===== src/rtl/fft_butterfly_pipe.sv =====
// Pipelined radix-2 DIT butterfly: X_m' = X_m + W*X_n, X_n' = X_m - W*X_n.
// Three register stages with a global-advance valid/ready pipeline, optional 1/2 scaling and saturation.
module fft_butterfly_pipe #(
   parameter int DATA_W = 12,
   parameter int TW_W   = 12
) (
   input  logic                     clk,
   input  logic                     rst_n,
   input  logic                     in_valid,
   output logic                     in_ready,
   input  logic signed [DATA_W-1:0] in_xm_re,
   input  logic signed [DATA_W-1:0] in_xm_im,
   input  logic signed [DATA_W-1:0] in_xn_re,
   input  logic signed [DATA_W-1:0] in_xn_im,
   input  logic signed [TW_W-1:0]   tw_re,
   input  logic signed [TW_W-1:0]   tw_im,
   input  logic                     in_scale,
   output logic                     out_valid,
   input  logic                     out_ready,
   output logic signed [DATA_W-1:0] out_xm_re,
   output logic signed [DATA_W-1:0] out_xm_im,
   output logic signed [DATA_W-1:0] out_xn_re,
   output logic signed [DATA_W-1:0] out_xn_im,
   output logic                     out_sat,
   output logic                     ovf,
   input  logic                     ovf_clr
);

   localparam int P_W = DATA_W + TW_W;
   localparam int T_W = P_W + 1;
   localparam int A_W = T_W + 1;

   localparam logic signed [T_W-1:0] RND   = T_W'(1) <<< (TW_W - 2);
   localparam logic signed [A_W-1:0] MAX_A = (A_W'(1) <<< (DATA_W - 1)) - A_W'(1);
   localparam logic signed [A_W-1:0] MIN_A = -(A_W'(1) <<< (DATA_W - 1));

   logic en;
   logic v1, v2, v3;

   logic signed [DATA_W-1:0] xm_re_s1, xm_im_s1, xn_re_s1, xn_im_s1;
   logic signed [TW_W-1:0]   tw_re_s1, tw_im_s1;
   logic                     scale_s1;

   logic signed [P_W-1:0]    p_rr, p_ii, p_ri, p_ir;
   logic signed [DATA_W-1:0] xm_re_s2, xm_im_s2;
   logic                     scale_s2;

   logic signed [T_W-1:0]    t_re, t_im, t_re_q, t_im_q;
   logic signed [A_W-1:0]    sum_val [4];
   logic signed [A_W-1:0]    scl_val [4];
   logic [DATA_W-1:0]        clip_val [4];
   logic [3:0]               clip_hit;
   logic                     sat_any;

   logic [DATA_W-1:0]        res_reg [4];

   // One enable for every stage: the pipe moves only when the output slot is free or being drained.
   assign en        = !v3 || out_ready;
   assign in_ready  = en;
   assign out_valid = v3;

   always_ff @(posedge clk or negedge rst_n) begin
      if (!rst_n) begin
         v1       <= 1'b0;
         xm_re_s1 <= '0;
         xm_im_s1 <= '0;
         xn_re_s1 <= '0;
         xn_im_s1 <= '0;
         tw_re_s1 <= '0;
         tw_im_s1 <= '0;
         scale_s1 <= 1'b0;
      end else if (en) begin
         v1       <= in_valid;
         xm_re_s1 <= in_xm_re;
         xm_im_s1 <= in_xm_im;
         xn_re_s1 <= in_xn_re;
         xn_im_s1 <= in_xn_im;
         tw_re_s1 <= tw_re;
         tw_im_s1 <= tw_im;
         scale_s1 <= in_scale;
      end
   end

   always_ff @(posedge clk or negedge rst_n) begin
      if (!rst_n) begin
         v2       <= 1'b0;
         p_rr     <= '0;
         p_ii     <= '0;
         p_ri     <= '0;
         p_ir     <= '0;
         xm_re_s2 <= '0;
         xm_im_s2 <= '0;
         scale_s2 <= 1'b0;
      end else if (en) begin
         v2       <= v1;
         p_rr     <= P_W'(xn_re_s1) * P_W'(tw_re_s1);
         p_ii     <= P_W'(xn_im_s1) * P_W'(tw_im_s1);
         p_ri     <= P_W'(xn_re_s1) * P_W'(tw_im_s1);
         p_ir     <= P_W'(xn_im_s1) * P_W'(tw_re_s1);
         xm_re_s2 <= xm_re_s1;
         xm_im_s2 <= xm_im_s1;
         scale_s2 <= scale_s1;
      end
   end

   // Complex product, then back to sample scale with round-half-up (arithmetic shift floors).
   assign t_re   = T_W'(p_rr) - T_W'(p_ii);
   assign t_im   = T_W'(p_ri) + T_W'(p_ir);
   assign t_re_q = (t_re + RND) >>> (TW_W - 1);
   assign t_im_q = (t_im + RND) >>> (TW_W - 1);

   // Lanes: 0 = xm_re, 1 = xm_im, 2 = xn_re, 3 = xn_im.
   assign sum_val[0] = A_W'(xm_re_s2) + A_W'(t_re_q);
   assign sum_val[1] = A_W'(xm_im_s2) + A_W'(t_im_q);
   assign sum_val[2] = A_W'(xm_re_s2) - A_W'(t_re_q);
   assign sum_val[3] = A_W'(xm_im_s2) - A_W'(t_im_q);

   genvar gi;
   generate
      for (gi = 0; gi < 4; gi++) begin : g_lane
         assign scl_val[gi]  = scale_s2 ? ((sum_val[gi] + A_W'(1)) >>> 1) : sum_val[gi];
         assign clip_hit[gi] = (scl_val[gi] > MAX_A) || (scl_val[gi] < MIN_A);
         assign clip_val[gi] = (scl_val[gi] > MAX_A) ? MAX_A[DATA_W-1:0] :
                               (scl_val[gi] < MIN_A) ? MIN_A[DATA_W-1:0] :
                                                       scl_val[gi][DATA_W-1:0];
      end
   endgenerate

   assign sat_any = |clip_hit;

   always_ff @(posedge clk or negedge rst_n) begin
      if (!rst_n) begin
         v3      <= 1'b0;
         out_sat <= 1'b0;
         for (int i = 0; i < 4; i++) res_reg[i] <= '0;
      end else if (en) begin
         v3      <= v2;
         out_sat <= v2 && sat_any;
         for (int i = 0; i < 4; i++) res_reg[i] <= clip_val[i];
      end
   end

   // Sticky flag: a saturating load into the output stage beats a simultaneous clear.
   always_ff @(posedge clk or negedge rst_n) begin
      if (!rst_n) begin
         ovf <= 1'b0;
      end else if (en && v2 && sat_any) begin
         ovf <= 1'b1;
      end else if (ovf_clr) begin
         ovf <= 1'b0;
      end
   end

   assign out_xm_re = res_reg[0];
   assign out_xm_im = res_reg[1];
   assign out_xn_re = res_reg[2];
   assign out_xn_im = res_reg[3];

endmodule


===== config.mk =====
export PLATFORM = sky130hd
export DESIGN_NAME = fft_butterfly_pipe
export DESIGN_NICKNAME = d
export VERILOG_FILES = /design/src/rtl/fft_butterfly_pipe.sv
export SDC_FILE = /design/constraint.sdc
export NUM_CORES = 2
export LEC_CHECK = 0
export ABC_AREA = 1
export BUFFER_PORTS_ARGS = -buffer_cell sky130_fd_sc_hd__buf_2
export CAP_MARGIN = 40
export CORE_ASPECT_RATIO = 1.25
export CORE_MARGIN = 4
export CORE_UTILIZATION = 50
export DETAILED_ROUTE_END_ITERATION = 16
export GPL_TIMING_DRIVEN = 0
export HOLD_SLACK_MARGIN = 0.1
export PLACE_DENSITY_LB_ADDON = 0.15
export RECOVER_POWER = 50
export SYNTH_ARGS = -nofsm -noshare
export SYNTH_HDL_FRONTEND = slang
export SYNTH_SLANG_ARGS = --single-unit

===== constraint.sdc =====
create_clock -name clk -period 8.8 [get_ports clk]
set_input_delay 1.32 -clock clk [delete_from_list [all_inputs] [get_ports clk]]
set_output_delay 1.32 -clock clk [all_outputs]
set_load 0.01 [all_outputs]

# After elaboration in Yosys (flattened, before gate mapping)
# Cells that the tools add are included.
[op_classes]
mux = 14
multipliers = 4
reduce_logical = 11
add_sub_neg = 12
n_lt_le_gt_ge = 8
[ops]
columns = ["cell", "count"]
rows = [
  ["greater-than comparator 26 x 12 -> 1 bit, second input constant", 4],
  ["less-than comparator 26 x 12 -> 1 bit, second input constant", 4],
  ["2-to-1 mux 26 bit", 4],
  ["multiplier 12 x 12 -> 24 bit", 4],
  ["2-to-1 mux 12 bit", 8],
  ["adder 15 x 2 -> 16 bit, second input constant", 4],
  ["adder 25 x 12 -> 25 bit, second input constant", 2],
  ["adder 12 x 14 -> 15 bit", 2],
  ["subtractor 12 x 14 -> 15 bit", 2],
  ["adder 24 x 24 -> 25 bit", 1],
  ["subtractor 24 x 24 -> 25 bit", 1],
  ["logical OR 1 bit", 5],
  ["OR reduction 4 bit", 1],
  ["logical AND 1 bit", 3],
  ["2-to-1 mux 1 bit", 2],
  ["nonzero test 2 bit", 1],
  ["zero test 1 bit", 1],
]
[word_totals]
regBits = 247
elab_cells = 72

# Logic depth before layout (Yosys ltp)
[logic_depth]
depth_word = 10
mapped_depth = 43
ltp_nobuf = 42

# Worst setup path before layout
# Ideal clock, no wire load.
[synth_timing]
path_kind = "register to register"
startpoint = "register tw_re_s1[3]"
endpoint = "register p_rr[21]"
synth_period_minus_slack_ps = 5303
arrival_ps = 5227
path_slack_ps = 3497
path_stages_with_launch = 25
t_required_ps = 8724
path_buffers = 2
cell_sequence = "dfrtp_1 > clkbuf_1 > clkbuf_1 > nand2_1 > fa_1 > inv_1 > fa_1 > inv_1 > fa_1 > inv_1 > fa_1 > fa_1 > ha_1 > nand2_1 > or2_1 > o211ai_1 > nand3_1 > o21ai_1 > nand3_1 > o21bai_1 > a21o_1 > a21oi_1 > nand2_1 > nand2_1 > o21ai_1"
[synth_between]
elab_chain_len = 1
[synth_lines]
columns = ["item", "line", "source"]
rows = [
  ["start: declaration", "41", "logic signed [TW_W-1:0] tw_re_s1, tw_im_s1;"],
  ["start signal: assignment", "78", "tw_re_s1 <= tw_re;"],
  ["multiplier 12 x 12 -> 24 bit", "96", "p_rr <= P_W'(xn_re_s1) * P_W'(tw_re_s1);"],
  ["end signal: assignment", "96", ""],
  ["end: declaration", "44", "logic signed [P_W-1:0] p_rr, p_ii, p_ri, p_ir;"],
]
# Every way passes these cells.
# A chain may end at the register's enable or synchronous reset.

# Worst setup path after layout
[layout_timing]
startpoint = "register tw_im_s1[1]"
endpoint = "register p_ri[21]"
[layout_between]
elab_chain_len = 1
[layout_lines]
columns = ["item", "line", "source"]
rows = [
  ["start: declaration", "41", ""],
  ["start signal: assignment", "79", "tw_im_s1 <= tw_im;"],
  ["multiplier 12 x 12 -> 24 bit", "98", "p_ri <= P_W'(xn_re_s1) * P_W'(tw_im_s1);"],
  ["end signal: assignment", "98", ""],
  ["end: declaration", "44", ""],
]
# Every way passes these cells.

==> impl_metrics.toml <==
[synth]
syn-cell-area_mm2 = 0.0392
muxShareOfSynthArea_pct = 0
synth_compound_area_share_pct = 7.62
synth-edff-count = 0
synth_top_family_by_area = "adder cells"
synth_nets = 6141
synthArstFlopShare_pct = 100
ys_types = 57
synth_simple_gate_area_share_pct = 20.5
synth_xor_area_share_pct = 2.68
synth_fa_ha_area_share_pct = 39.9
synthCells = 5149
synth_ff_type = "dfrtp_1"
ys_warn_count = 0
seq_area_frac_synth_pct = 15.8
syn_area_per_cell_um2 = 7.60
ys_seq_elements = 247

[worst_setup_path]
end_kind = "flop"
path_buf_inv = 5
timing.rr.end = "p_ri[21]$_DFFE_PN0N_"
r2r-start = "tw_im_s1[1]$_DFFE_PN0N_"
crit_top_cell = "nand2_1"
path_delay_family = "adder cells"
ff2ff_path_depth = 24
critPathKind = "flop to flop"
crit_arrival_ps = 7530
slowest_stage = "clkbuf_1"
critPathMaxFanout = 10
slowest_delay_ps = 750
required_ps = 9330
worst_setup_path_start_kind = "flop"
crit_chain = "clkbuf_1 > clkbuf_1 > nand2_1 > inv_1 > fa_1 > ha_1 > inv_1 > fa_1 > fa_1 > inv_1 > fa_1 > ha_1 > nand2_1 > nor2_1 > nand4_1 > o211ai_1 > nand3_1 > nand2_1 > nand3_1 > a21oi_1 > o21ai_0 > nand2_1 > nand2_1 > a31oi_1"
reg2reg_slack_ps = 1800

[run_status]
status = "finished, violations left"
violations = "capacitance limit, slew limit"

[layout]
multi_input_area_mm2 = 0.0277
nets = 6326
fill_cells = 7653
utilization_pct = 54.8
area_delta_synth_final_pct = 8.35
drive_gt1_share_pct = 6.12
seqCellArea_mm2 = 0.00618

[drt]
dr.pass1.iters = 7
ant_nets = 0
avgViaCountPerCell = 5.21
vias = 33405
wl_per_cell_um = 19.7
drc = 0
routed_wl_mm = 126
drt_iter0_drc = 2342

[clocking]
cts.sinks = 247
hold_buffers = 0
cts_buffers = 31
cts_resized = 0
insertion_delay_ps = 620
cts_setup_buffers = 0
clk_pin_slew_ps = 60
cts_buffer_depth = 3
cts_root_buf = "clkbuf_16"
htree_levels = 1
cts_tree = "done"

[timing]
min_period_ps = 7000
rsz0062_at_grt = "false"
setup_tns_ps = 0
fin_worst_skew_ps = 17.6
slew_viol_final = 174
fmax_mhz = 143
fin_crit_sh_pct = 79.6
hold_viol = 0
maxSlewHeadroom_pct = -93.9
setup_viol = 0
tightest_slew_ps = 2910

[placed_design]
port-buffer-count = 129
place_congestion = 1.02
hpwl_mm = 106

[hold_path]
holdCritStartpoint = "p_ri[10]$_DFFE_PN0N_"
hp-class = "flop to flop"
hold_depth = 2
timing.hold.worst_endpoint = "p_ri[10]$_DFFE_PN0N_"

[die]
start_util_pct = 50.6
coreArea_mm2 = 0.0775
die_y_um = 321
ioPinCount = 130
die_w_um = 258
placement_rows = 114
die-area_mm2 = 0.0829

[flow_run]
drv_cap = 3

[global_route]
grt_first_pass_wirelength_mm = 196
grt_pass1_vias = 34664
antenna_found_initial = 4
grt_max_degree = 113
gr-usage-all-layers_pct = 30.9
overflow = 0
## worst reg2reg max path, delay by kind of cell, from the launching register on
kind / cells / cell delay [ps]
flops: 1 / 320
fa+ha+maj: 6 / 2890
simple gates: 9 / 960
compound gates: 4 / 980
buf+inv: 5 / 1770
## through the flow
step | hold slack [ps] | instance area [µm²] | instances | worst slack (ps)
floorplan | 432 | 39200 | 5149 | 3500
global route | 504 | 42400 | 6401 | 1510
global placement | 464 | 41100 | 6322 | 1540
detailed placement | 473 | 41400 | 6345 | 1910
CTS | 488 | 42500 | 6401 | 1870
finish | 483 | 42400 | 6406 | 1800
## cell usage in the layout (no fill, tap or decap), types with 12 or more instances in the layout
cell type / synthesis / routed
dfrtp_1: 247 / 247
nand2_2: 30 / 30
nand2_1: 1460 / 1460
nor3_1: 26 / 26
buf_6: 9 / 24
nand4_1: 43 / 43
nor2_1: 184 / 184
ha_1: 358 / 358
o211ai_1: 19 / 19
nor2_2: 17 / 17
fa_1: 556 / 556
clkbuf_16: 0 / 31
buf_2: 9 / 118
a21oi_1: 191 / 191
buf_4: 12 / 12
o21ai_0: 214 / 214
nand3_1: 154 / 154
a31oi_1: 14 / 14
inv_1: 1159 / 1159
a21oi_2: 24 / 24
xnor2_1: 56 / 56
clkbuf_1: 171 / 199
xor2_1: 62 / 62
## cells in the mapped netlist (6+ instances only)
master,instances,area share [%]
buf_6,9,0.26
inv_2,10,0.096
o31ai_1,11,0.21
o211ai_1,19,0.36
buf_2,9,0.12
a21oi_1,191,2.4
inv_1,1159,11
xor2_1,62,1.4
nand2_2,30,0.48
a31oi_1,14,0.22
o21bai_1,10,0.19
o22ai_1,11,0.18
nand4_1,43,0.69
nand2_1,1460,14
ha_1,358,11
nand3_2,6,0.15
dfrtp_1,247,16
o21ai_1,8,0.10
xnor2_1,56,1.3
or2_2,11,0.18
fa_1,556,28
clkbuf_1,171,1.6
a21o_1,6,0.12
nor2_1,184,1.8
nor2_4,7,0.20
nand3_1,154,2.0
nor3_1,26,0.33
a21oi_2,24,0.54
o21ai_0,214,2.7
buf_4,12,0.23
nor2_2,17,0.27
## area by class of cell
type	count	share of cell area, %
antenna	5	0.0295
buffer	206	2.11
clock buffer	44	2.06
clock inverter	12	0.383
inverter	1171	10.4
multi-input combinational	3525	65.2
sequential	247	14.6
tap	1044	3.08
timing repair buffer	152	2.15
## sequential cells by signal, summed over array words and instances (netlist names), 12 cells and up
signal     flops
p_ii          24
p_ir          24
p_ri          24
p_rr          24
out_xm_im     12
out_xm_re     12
out_xn_im     12
out_xn_re     12
tw_im_s1      12
tw_re_s1      12
xm_im_s1      12
xm_im_s2      12
xm_re_s1      12
xm_re_s2      12
xn_im_s1      12
xn_re_s1      12
## worst max path at each step
stage	startpoint	endpoint	slack [ps]	cells after the start
6_report	tw_im_s1[1]$_DFFE_PN0N_	p_ri[21]$_DFFE_PN0N_	1800	24
5_1_grt	tw_im_s1[1]$_DFFE_PN0N_	p_ri[21]$_DFFE_PN0N_	1510	24
4_1_cts	tw_im_s1[1]$_DFFE_PN0N_	p_ri[21]$_DFFE_PN0N_	1870	24
3_5_place_dp	tw_im_s1[1]$_DFFE_PN0N_	p_ri[21]$_DFFE_PN0N_	1910	24
3_3_place_gp	rst_n	xn_im_s1[11]$_DFFE_PN0N_	1540	1
2_1_floorplan	tw_re_s1[3]$_DFFE_PN0N_	p_rr[21]$_DFFE_PN0N_	3500	24
## cell families (layout without fill, tap and decap cells)
group | after synthesis | count (layout)
AOI/OAI and AO/OA | 530 | 530
other | 0 | 5
xor gates and xnor gates | 119 | 119
adders and majority gates | 914 | 914
buffers and inverters | 1377 | 1585
and+or+nand+nor | 1962 | 1962
DFF | 247 | 247
## layer usage
layer	vias to the layer above	global-route usage [%]	share of wire, %
met4	2	16.8	7.0
met1	16198	36.7	38
met3	298	4.69	6.5
met5	-	0	0.013
met2	1070	53.9	48
li1	15837	-	-
Power is left out: the tool's default activity adds up to more than one toggle a clock period on the data nets, which glitch-free logic cannot reach.
